==> src/rtl/pixel_stream_gen_if.sv <==
// Bundle of the frame request, image-memory read port and pixel stream of pixel_stream_gen.
// The master side is the generator; the slave side is its environment.
`timescale 1ns/1ps
interface pixel_stream_gen_if #(
   parameter int ADDR_W = 12
);
   logic              start;
   logic              busy;
   logic              done;
   logic              mem_rd;
   logic [ADDR_W-1:0] mem_addr;
   logic [7:0]        mem_data;
   logic              ycbcr_hs;
   logic              ycbcr_de;
   logic [7:0]        ycbcr_pix;

   modport master (
      input  start, mem_data,
      output busy, done, mem_rd, mem_addr, ycbcr_hs, ycbcr_de, ycbcr_pix
   );

   modport slave (
      output start, mem_data,
      input  busy, done, mem_rd, mem_addr, ycbcr_hs, ycbcr_de, ycbcr_pix
   );
endinterface

==> src/rtl/pixel_stream_gen.sv <==
// Reads a stored grey image in raster order and replays it as an hs/de/pixel line stream,
// followed by padding lines so downstream 3x3 windows can finish the bottom rows.
`timescale 1ns/1ps
module pixel_stream_gen #(
   parameter int         IMG_W     = 64,
   parameter int         IMG_H     = 64,
   parameter int         H_TAIL    = 3,
   parameter int         H_BLANK   = 4,
   parameter int         PAD_LINES = 1,
   parameter logic [7:0] PAD_VAL   = 8'd0,
   parameter int         ADDR_W    = 12
) (
   input  logic               clk,
   input  logic               rst_n,
   pixel_stream_gen_if.master bus
);
   typedef enum logic [2:0] {
      ST_IDLE  = 3'd0,
      ST_LEAD  = 3'd1,
      ST_ACT   = 3'd2,
      ST_TAIL  = 3'd3,
      ST_BLANK = 3'd4
   } state_t;

   localparam int CNT_MAX = (IMG_W > H_TAIL) ? ((IMG_W > H_BLANK) ? IMG_W : H_BLANK)
                                             : ((H_TAIL > H_BLANK) ? H_TAIL : H_BLANK);
   localparam int CNT_W   = $clog2(CNT_MAX + 1);
   localparam int ROWS    = IMG_H + PAD_LINES;
   localparam int ROW_W   = $clog2(ROWS + 1);

   localparam logic [CNT_W-1:0] ACT_LAST   = CNT_W'(IMG_W - 1);
   localparam logic [CNT_W-1:0] TAIL_LAST  = CNT_W'(H_TAIL - 1);
   localparam logic [CNT_W-1:0] BLANK_LAST = CNT_W'(H_BLANK - 1);
   localparam logic [ROW_W-1:0] ROW_LAST   = ROW_W'(ROWS - 1);
   localparam logic [ROW_W-1:0] ROW_PAD    = ROW_W'(IMG_H);

   state_t            state_r, state_s;
   logic [CNT_W-1:0]  cnt_r, cnt_s;
   logic [ROW_W-1:0]  row_r, row_s;
   logic [ADDR_W-1:0] addr_r, addr_s;
   logic              busy_r, busy_s;
   logic              done_r, done_s;
   logic              rd_r, rd_s;

   logic              hs_int_s, de_int_s, pad_int_s;
   logic              hs_d1_r, de_d1_r, pad_d1_r;
   logic              hs_r, de_r;
   logic [7:0]        pix_r;

   // Next-state, counters, address and registered control outputs.
   always_comb begin
      state_s = state_r;
      cnt_s   = cnt_r;
      row_s   = row_r;
      addr_s  = addr_r;
      busy_s  = busy_r;
      done_s  = 1'b0;
      case (state_r)
         ST_IDLE: begin
            if (bus.start) begin
               state_s = ST_LEAD;
               cnt_s   = '0;
               row_s   = '0;
               addr_s  = '0;
               busy_s  = 1'b1;
            end else begin
               state_s = ST_IDLE;
            end
         end
         ST_LEAD: begin
            state_s = ST_ACT;
            cnt_s   = '0;
         end
         ST_ACT: begin
            if (row_r < ROW_PAD) begin
               addr_s = addr_r + ADDR_W'(1);
            end else begin
               addr_s = addr_r;
            end
            if (cnt_r == ACT_LAST) begin
               state_s = ST_TAIL;
               cnt_s   = '0;
            end else begin
               cnt_s   = cnt_r + CNT_W'(1);
            end
         end
         ST_TAIL: begin
            if (cnt_r == TAIL_LAST) begin
               state_s = ST_BLANK;
               cnt_s   = '0;
            end else begin
               cnt_s   = cnt_r + CNT_W'(1);
            end
         end
         ST_BLANK: begin
            if (cnt_r == BLANK_LAST) begin
               cnt_s = '0;
               if (row_r == ROW_LAST) begin
                  state_s = ST_IDLE;
                  done_s  = 1'b1;
                  busy_s  = 1'b0;
               end else begin
                  state_s = ST_LEAD;
                  row_s   = row_r + ROW_W'(1);
               end
            end else begin
               cnt_s = cnt_r + CNT_W'(1);
            end
         end
         default: begin
            state_s = ST_IDLE;
            cnt_s   = '0;
            row_s   = '0;
            busy_s  = 1'b0;
         end
      endcase
      // Strobe is registered, so it is derived from where the FSM is going next.
      rd_s = (state_s == ST_ACT) && (row_s < ROW_PAD);
   end

   // FSM state, counters and control output registers.
   always_ff @(posedge clk or negedge rst_n) begin
      if (!rst_n) begin
         state_r <= ST_IDLE;
         cnt_r   <= '0;
         row_r   <= '0;
         addr_r  <= '0;
         busy_r  <= 1'b0;
         done_r  <= 1'b0;
         rd_r    <= 1'b0;
      end else begin
         state_r <= state_s;
         cnt_r   <= cnt_s;
         row_r   <= row_s;
         addr_r  <= addr_s;
         busy_r  <= busy_s;
         done_r  <= done_s;
         rd_r    <= rd_s;
      end
   end

   // Stream flags decoded from the current state.
   always_comb begin
      hs_int_s  = (state_r == ST_LEAD) || (state_r == ST_ACT) || (state_r == ST_TAIL);
      de_int_s  = (state_r == ST_ACT);
      pad_int_s = (row_r >= ROW_PAD);
   end

   // Two-stage flag delay so hs/de line up with the registered memory read data.
   always_ff @(posedge clk or negedge rst_n) begin
      if (!rst_n) begin
         hs_d1_r  <= 1'b0;
         de_d1_r  <= 1'b0;
         pad_d1_r <= 1'b0;
         hs_r     <= 1'b0;
         de_r     <= 1'b0;
         pix_r    <= 8'd0;
      end else begin
         hs_d1_r  <= hs_int_s;
         de_d1_r  <= de_int_s;
         pad_d1_r <= pad_int_s;
         hs_r     <= hs_d1_r;
         de_r     <= de_d1_r;
         if (de_d1_r) begin
            pix_r <= pad_d1_r ? PAD_VAL : bus.mem_data;
         end else begin
            pix_r <= 8'd0;
         end
      end
   end

   assign bus.busy      = busy_r;
   assign bus.done      = done_r;
   assign bus.mem_rd    = rd_r;
   assign bus.mem_addr  = addr_r;
   assign bus.ycbcr_hs  = hs_r;
   assign bus.ycbcr_de  = de_r;
   assign bus.ycbcr_pix = pix_r;
endmodule
==> src/flat_wrapper.sv <==
// flat-port wrapper written by rule: the top's interface ports become plain ports
module pixel_stream_gen_flat 
#(
   parameter int         IMG_W     = 64,
   parameter int         IMG_H     = 64,
   parameter int         H_TAIL    = 3,
   parameter int         H_BLANK   = 4,
   parameter int         PAD_LINES = 1,
   parameter logic [7:0] PAD_VAL   = 8'd0,
   parameter int         ADDR_W    = 12
)
  (clk, rst_n, bus_start, bus_mem_data, bus_busy, bus_done, bus_mem_rd, bus_mem_addr, bus_ycbcr_hs, bus_ycbcr_de, bus_ycbcr_pix);
  pixel_stream_gen_if #(.ADDR_W(ADDR_W)) bus_i ();
  input  logic clk;
  input  logic rst_n;
  input wire logic [$bits(bus_i.start)-1:0] bus_start;
  input wire logic [$bits(bus_i.mem_data)-1:0] bus_mem_data;
  output wire logic [$bits(bus_i.busy)-1:0] bus_busy;
  output wire logic [$bits(bus_i.done)-1:0] bus_done;
  output wire logic [$bits(bus_i.mem_rd)-1:0] bus_mem_rd;
  output wire logic [$bits(bus_i.mem_addr)-1:0] bus_mem_addr;
  output wire logic [$bits(bus_i.ycbcr_hs)-1:0] bus_ycbcr_hs;
  output wire logic [$bits(bus_i.ycbcr_de)-1:0] bus_ycbcr_de;
  output wire logic [$bits(bus_i.ycbcr_pix)-1:0] bus_ycbcr_pix;
  assign bus_i.start = bus_start;
  assign bus_i.mem_data = bus_mem_data;
  assign bus_busy = bus_i.busy;
  assign bus_done = bus_i.done;
  assign bus_mem_rd = bus_i.mem_rd;
  assign bus_mem_addr = bus_i.mem_addr;
  assign bus_ycbcr_hs = bus_i.ycbcr_hs;
  assign bus_ycbcr_de = bus_i.ycbcr_de;
  assign bus_ycbcr_pix = bus_i.ycbcr_pix;
  pixel_stream_gen #(.IMG_W(IMG_W), .IMG_H(IMG_H), .H_TAIL(H_TAIL), .H_BLANK(H_BLANK), .PAD_LINES(PAD_LINES), .PAD_VAL(PAD_VAL), .ADDR_W(ADDR_W)) u_core (.clk(clk), .rst_n(rst_n), .bus(bus_i));
endmodule
==> config.mk <==
export PLATFORM = sky130hd
export DESIGN_NAME = pixel_stream_gen_flat
export DESIGN_NICKNAME = d
export VERILOG_FILES = /design/src/rtl/pixel_stream_gen_if.sv /design/src/rtl/pixel_stream_gen.sv /design/src/flat_wrapper.sv
export SDC_FILE = /design/constraint.sdc
export NUM_CORES = 1
export LEC_CHECK = 0
export CORE_UTILIZATION = 49
export CTS_BUF_LIST = sky130_fd_sc_hd__clkbuf_4
export DETAILED_ROUTE_END_ITERATION = 12
export PLACE_DENSITY = 0.86
export SYNTH_ARGS = -nofsm -noshare
export SYNTH_HDL_FRONTEND = slang
export SYNTH_SLANG_ARGS = --single-unit
==> constraint.sdc <==
create_clock -name clk -period 1.9 [get_ports clk]
set_input_delay 0.19 -clock clk [delete_from_list [all_inputs] [get_ports clk]]
set_output_delay 0.19 -clock clk [all_outputs]
set_load 0.05 [all_outputs]
==> summary.txt, run 1 <==
STA
  • Final-report setup violation count: 3
  • Final WS setup: -0.00789 ns
  • Crit share post-route: 100%
  • Period minus WS final: 1.91 ns
  • Fin. max-slew vios: 0
  • Worst rel slew slack: 62.3%
  • Hold Fails Final Rpt: 0
  • RSZ-0062 raised after global routing: yes
  • Slew @ Worst Pin: 0.566 ns
  • Hold_ws: 0.372 ns
  • Setup Skew: 0.00996 ns
  • Fmax: 524 MHz

Setup path
  • Reg-to-Reg End: u_core.cnt_r[3]
  • Crit path to: u_core.cnt_r[3]
  • Worst EP required: 2.17 ns
  • WP data arrival: 2.17 ns
  • Crit start category: flop
  • Crit Path Category: reg2reg
  • R2R cell count: 6
  • FF-to-FF setup slack: -0.008 ns
  • R2R Path Start: u_core.cnt_r[3]
  • Max FO, Critical Path: 5
  • Crit path launch: u_core.cnt_r[3]
  • CP endpoint kind: flop

Place
  • Inst Count DP: 305
  • Pre-CTS WS: -0.00920 ns
  • Final GP Congestion: 0.842
  • Post-DP HPWL: 3.01 mm
  • # port buffers: 35

Clock tree
  • CTS Buffer Depth: 2
  • H-tree levels: 2
  • CTS Sinks: 45
  • Clk_lat worst skew: 0.36 ns
  • Reg clk slew, reported paths: 0.13 ns
  • Root Buffer: clkbuf_4
  • CTS buffer count: 5
  • CTS tree: yes

Yosys
  • Mapped Area: 2130 sq um
  • Synth Warn #: 0
  • #FFs+latches synth: 45
  • Sequential-to-total area share from yosys stat: 52.8%
  • Top FF cell, synth: dfrtp_1
  • Top-count cell post-synth: dfrtp_1
  • Synth area leader: dfrtp_1
  • Ys async rst share: 100%
  • Post-synthesis cell type count: 48
  • Area fraction of the dominant cell type after synthesis: 52.8%
  • Mean Syn Cell Area: 10.2 sq um
  • Post-synth EDFFs: 0
  • Mapped Cells: 209
  • Synth area leaders: dfrtp_1 (53%), nor2_1 (3.5%), and2_1 (2.9%)
  • Mapped Nets: 225
  • Commonest cells in the netlist: dfrtp_1 (45), nor2_1 (20), nand2_1 (13), inv_1 (11), and2_1 (10)

Power and ir drop
  • P_sw: 1740 uW
  • Internal power: 2200 uW
  • Reg power frac: 37.9%
  • Sw Share: 44.2%
  • Peak supply drop: 0.000703 V
  • PD cells: 1440 nW/um^2
  • Logic gate share of total power: 50.3%
  • Clk pwr share: 11.8%
  • Leak Pwr: 0.00121 uW

Route
  • Initial DRC count: 130
  • DRC: 0
  • Post-DRT Antenna Nets: 0
  • Post-Route WL: 4.45 mm
  • Drt pass-1 iters: 4
  • Total number of vias: 1732
  • Vias per cell: 5.48
  • Avg WL per Cell: 14.1 um

Floorplan
  • Die area: 4620 sq um
  • Initial Util: 52.1%
  • Core Rows: 23
  • Ports: 36
  • Core area: 4090 sq um
  • Chip width: 67.9 um
  • DIE HEIGHT: 67.9 um

Final layout
  • Util after Layout: 67.1%
  • Fin cells: 316
  • Register area: 1130 sq um
  • Fin nets: 281
  • Filler cell count: 338
  • ANT cells: 0
  • Area of the multi-input gates: 955 sq um
  • P&R area growth vs syn: 28.6%
  • Share of post-route cells with drive strength above 1: 16.5%

GRT
  • Largest net degree at the start of global routing: 46
  • First-pass GRT wire length: 6.76 mm
  • All-layer global routing usage: 19.9%
  • Grt ovf: 0
  • Vias in the first global route: 1520
  • Initial antenna violation count: 0

Hold path
  • Hold Crit Class: in2reg

Run status
  • Status: finished with violations
  • Violations in the final reports: negative setup slack

Run
  • Max-cap viol count: 0
-- layer usage --
| layer | global-route usage, % | wire length (um) | vias to the layer above |
|---|---|---|---|
| met3 | 6.00 | 221 | 7 |
| met1 | 22.4 | 1920 | 834 |
| li1 | - | - | 847 |
| met2 | 34.4 | 2240 | 44 |
| met5 | 0 | 0 | - |
| met4 | 8.59 | 69 | 0 |
-- worst max-delay path, cell delays in order, from the launching register on --
cell and delay (ns):
dfrtp_2 0.45, nor4_4 0.41, a311oi_2 0.22, a211oi_4 0.38
buf_6 0.17, a21oi_1 0.04, a21o_1 0.15
-- layout by cell type, fill, tap and decap left out, types with 4 or more instances in the layout --
master and count:
nand2_1 13, xnor2_1 6, nor3_1 6, a21oi_1 9
nor2_1 20, and3_1 4, and2_1 10, o21ai_1 8
ha_1 5, clkbuf_4 6, dfrtp_1 43, buf_4 17
nand3_1 6, inv_1 11, clkdlybuf4s50_1 34, nand4_1 4
o21ai_0 9
-- what timing repair did --
item                                    4_1_cts  5_1_grt
hold endpoints to repair                     45        0
endpoints found under the setup margin        2        8
resized for setup                             1        6
setup buffers                                 0        2
pin swaps                                     0        6
hold buffers                                  1        0
-- stage by stage --
stage,TNS [ns],total power [uW],area (sq um)
3_5_place_dp,-0.0102,3380,2630
5_1_grt,-0.337,4170,2740
3_3_place_gp,0,3310,2630
6_report,-0.0203,3940,2740
4_1_cts,0,3880,2710
2_1_floorplan,0,2730,2130
-- kinds of logic (layout without fill, tap and decap cells) --
family	Yosys count	after routing	share of synthesized area, %
muxes	2	2	0.998
DFF	45	45	52.8
xor gates and xnor gates	8	8	3.29
buffers and inverters	17	74	3.35
AOI/OAI and AO/OA	49	49	15.1
adders and majority gates	5	5	2.94
and+or+nand+nor	83	83	21.5
-- registers in the layout (all words and copies together), names as in the netlist --
| signal | cells |
|---|---|
| u_core.bus.busy | 1 |
| u_core.pad_d1_r | 1 |
| u_core.bus.done | 1 |
| u_core.cnt_r | 7 |
| u_core.bus.ycbcr_de | 1 |
| u_core.row_r | 7 |
| u_core.bus.mem_rd | 1 |
| u_core.de_d1_r | 1 |
| u_core.bus.ycbcr_pix | 8 |
| u_core.bus.ycbcr_hs | 1 |
| u_core.bus.mem_addr | 12 |
| u_core.state_r | 3 |
| u_core.hs_d1_r | 1 |
-- worst min-delay path by stage --
stage,slack [ns],from,cells after the start,to
detailed placement,0.30,rst_n,2,u_core.bus.ycbcr_pix[3]
floorplan,-0.11,rst_n,0,u_core.bus.busy
global route,0.35,bus_mem_data[7],2,u_core.bus.ycbcr_pix[7]
finish,0.37,bus_mem_data[5],2,u_core.bus.ycbcr_pix[5]
global placement,0.30,rst_n,2,u_core.bus.mem_addr[8]
CTS,0.35,bus_mem_data[5],2,u_core.bus.ycbcr_pix[5]
-- power groups by stage --
stage | combinational (uW) | sequential (uW) | clock [uW]
finish | 1980 | 1490 | 463
global route | 2140 | 1530 | 506
CTS | 1900 | 1500 | 480
floorplan | 804 | 1930 | 0
global placement | 1820 | 1490 | 0
detailed placement | 1870 | 1510 | 0
-- layout make-up --
class / instances / share of cell area, %
clock inverter: 2 / 0.365
timing repair buffer: 54 / 18.0
tap: 50 / 2.28
multi-input combinational: 147 / 34.8
clock buffer: 6 / 1.64
sequential: 45 / 41.2
inverter: 12 / 1.64
Note: power is estimated with default switching activity, not from simulation.
==> run 2: changes to the inputs <==
--- a/config.mk
+++ b/config.mk
@@ -5,10 +5,11 @@
 export SDC_FILE = /design/constraint.sdc
 export NUM_CORES = 1
 export LEC_CHECK = 0
-export CORE_UTILIZATION = 49
+export CORE_UTILIZATION = 42
 export CTS_BUF_LIST = sky130_fd_sc_hd__clkbuf_4
 export DETAILED_ROUTE_END_ITERATION = 12
-export PLACE_DENSITY = 0.86
+export PLACE_DENSITY = 0.76
+export SLEW_MARGIN = 20
 export SYNTH_ARGS = -nofsm -noshare
 export SYNTH_HDL_FRONTEND = slang
 export SYNTH_SLANG_ARGS = --single-unit
==> run 2 against run 1 <==
Against the previous run:
- the run now ends clean
- wire length shrank 6.3%
- via count shrank 0.40%
- critical path depth is 1 higher
- global-route usage is 2.2 points lower
- utilization down 10 points
==> summary.txt, run 2 (same netlist as run 1, synthesis figures left out) <==
Setup path
  • WP data arrival: 2.11 ns (was 2.17 ns)
  • R2R Path Start: u_core.cnt_r[0] (was u_core.cnt_r[3])
  • Reg-to-Reg End: u_core.cnt_r[2] (was u_core.cnt_r[3])
  • R2R cell count: 7 (was 6)
  • FF-to-FF setup slack: 0.06 ns (was -0.008 ns)
  • Crit Path Category: reg2reg (unchanged)
  • Worst EP required: 2.17 ns (about the same)
  • CP endpoint kind: flop (unchanged)
  • Max FO, Critical Path: 5 (unchanged)
  • Crit start category: flop (unchanged)

Clock tree
  • CTS tree: yes (unchanged)
  • CTS Buffer Depth: 2 (unchanged)
  • CTS buffer count: 5 (unchanged)
  • H-tree levels: 2 (unchanged)
  • Root Buffer: clkbuf_4 (unchanged)
  • Clk_lat worst skew: 0.36 ns (about the same)
  • Post-CTS setup buffer count: 0 (unchanged)
  • Reg clk slew, reported paths: 0.13 ns (about the same)
  • CTS Sinks: 45 (unchanged)

Route
  • DRC: 0 (unchanged)
  • Avg WL per Cell: 12.6 um (was 14.1 um)
  • Vias per cell: 5.23 (was 5.48)
  • Drt pass-1 iters: 4 (unchanged)
  • Initial DRC count: 96 (was 130)
  • Total number of vias: 1725 (was 1732)
  • Post-DRT Antenna Nets: 0 (unchanged)
  • Post-Route WL: 4.17 mm (was 4.45 mm)

STA
  • Period minus WS final: 1.84 ns (was 1.91 ns)
  • Fmax: 544 MHz (was 524 MHz)
  • Setup Skew: 0.0107 ns (was 0.00996 ns)
  • Final-report setup violation count: 0 (was 3)
  • Fin. max-slew vios: 0 (unchanged)
  • RSZ-0062 raised after global routing: yes (unchanged)
  • Hold_ws: 0.296 ns (was 0.372 ns)
  • Hold Fails Final Rpt: 0 (unchanged)
  • Worst rel slew slack: 66.7% (was 62.3%)
  • Crit share post-route: 96.7% (was 100%)
  • Slew @ Worst Pin: 0.497 ns (was 0.566 ns)
  • Total Neg Setup Slack: 0 ns (was -0.0203 ns)

Floorplan
  • Core area: 4820 sq um (was 4090 sq um)
  • Die area: 5360 sq um (was 4620 sq um)
  • Chip width: 73.2 um (was 67.9 um)
  • Ports: 36 (unchanged)
  • DIE HEIGHT: 73.2 um (was 67.9 um)
  • Core Rows: 25 (was 23)
  • Initial Util: 44.2% (was 52.1%)

GRT
  • Vias in the first global route: 1596 (was 1520)
  • Largest net degree at the start of global routing: 28 (was 46)
  • First-pass GRT wire length: 7.11 mm (was 6.76 mm)
  • Initial antenna violation count: 0 (unchanged)
  • All-layer global routing usage: 17.6% (was 19.9%)
  • Grt ovf: 0 (unchanged)

Final layout
  • Most common cell after layout, fill and taps aside: dfrtp_1 (unchanged)
  • Fin cells: 330 (was 316)
  • Most frequent cells in the layout: dfrtp_1 (45), clkdlybuf4s50_1 (34), nor2_1 (20) (was dfrtp_1 (43), clkdlybuf4s50_1 (34), nor2_1 (20))
  • ANT cells: 0 (unchanged)
  • P&R area growth vs syn: 29.1% (was 28.6%)
  • Filler cell count: 445 (was 338)
  • Max reg flops: 12 (unchanged)
  • Fin nets: 278 (was 281)
  • Share of post-route cells with drive strength above 1: 14.4% (was 16.5%)

Place
  • Post-DP HPWL: 2.97 mm (was 3.01 mm)
  • # port buffers: 35 (unchanged)
  • Inst Count DP: 321 (was 305)
  • Final GP Congestion: 0.883 (was 0.842)

Power and ir drop
  • Leak Pwr: 0.00120 uW (was 0.00121 uW)
  • PD cells: 1410 nW/um^2 (was 1440 nW/um^2)
  • Peak supply drop: 0.000577 V (was 0.000703 V)

Run status
  • Status: complete, no violations (was finished with violations)

Run
  • Max-cap viol count: 0 (unchanged)

Hold path
  • Hold Crit Class: in2async (was in2reg)
-- run 2: cell count changes in the layout (fill, tap and decap cells not counted) --
cell and delta:
and3_2 -1, clkinv_2 -2, and3_1 +1, dfrtp_1 +2, buf_4 -4, clkbuf_4 +1, buf_12 +1, ha_1 -1
clkinvlp_4 +1, nor3b_2 -1, nor3b_1 +1, dfrtp_2 -2, ha_2 +1
-- run 2: per-stage QoR --
| step | instance area, sq um | utilization (%) | worst slack (ns) | total power [uW] |
|---|---|---|---|---|
| after floorplan | 2130 | - | 0.00562 | 2730 |
| after global placement | 2660 | 55.2 | 0.0946 | 3320 |
| after detailed placement | 2660 | 55.2 | 0.0396 | 3370 |
| after CTS | 2730 | 56.6 | 0.00926 | 3860 |
| after global routing | 2750 | 57.1 | -0.0137 | 4150 |
| final | 2750 | 57.1 | 0.0621 | 3880 |
-- run 2: worst max path at each step --
stage	from	to	slack [ns]
floorplan	u_core.cnt_r[1]	u_core.cnt_r[5]	0.006
global placement	u_core.cnt_r[0]	u_core.cnt_r[2]	0.09
detailed placement	u_core.cnt_r[0]	u_core.cnt_r[2]	0.04
CTS	u_core.cnt_r[0]	u_core.cnt_r[2]	0.009
global route	u_core.cnt_r[4]	u_core.cnt_r[2]	-0.01
finish	u_core.cnt_r[0]	u_core.cnt_r[2]	0.06
-- run 2: timing repair --
item	CTS	global route
hold endpoints to repair	18	0
endpoints found under the setup margin	0	7
hold buffers	1	0
gates resized for setup	0	4
-- run 2: cell type report --
class / count / area (sq um) / area share (%)
Clock buffer: 7 / 52.6 / 1.91
Clock inverter: 1 / 7.51 / 0.273
Inverter: 12 / 45.0 / 1.64
Multi-Input combinational cell: 147 / 951 / 34.6
Sequential cell: 45 / 1130 / 40.9
Tap cell: 67 / 83.8 / 3.05
Timing Repair Buffer: 51 / 484 / 17.6
-- run 2: power breakdown --
group          internal (uW)  switching (uW)  leakage, uW  total (uW)
logic                    761            1150     0.000589        1910
clock network            175             303    0.0000324         477
registers               1250             240     0.000576        1490
-- run 2: worst max-delay path: stages (launching register included) --
cell and delay (ns):
dfrtp_1 0.39, ha_2 0.20, nand3_2 0.08, or3_4 0.36, a211oi_4 0.35, buf_6 0.17, nor3b_1 0.05, a21o_1 0.14
-- run 2: routing by layer --
layer	routed length, um	vias to the layer above	global-route usage [%]
met4	77	0	7.84
li1	-	844	-
met1	1880	835	22.2
met2	2020	40	28.4
met3	189	6	4.70
met5	0	-	0
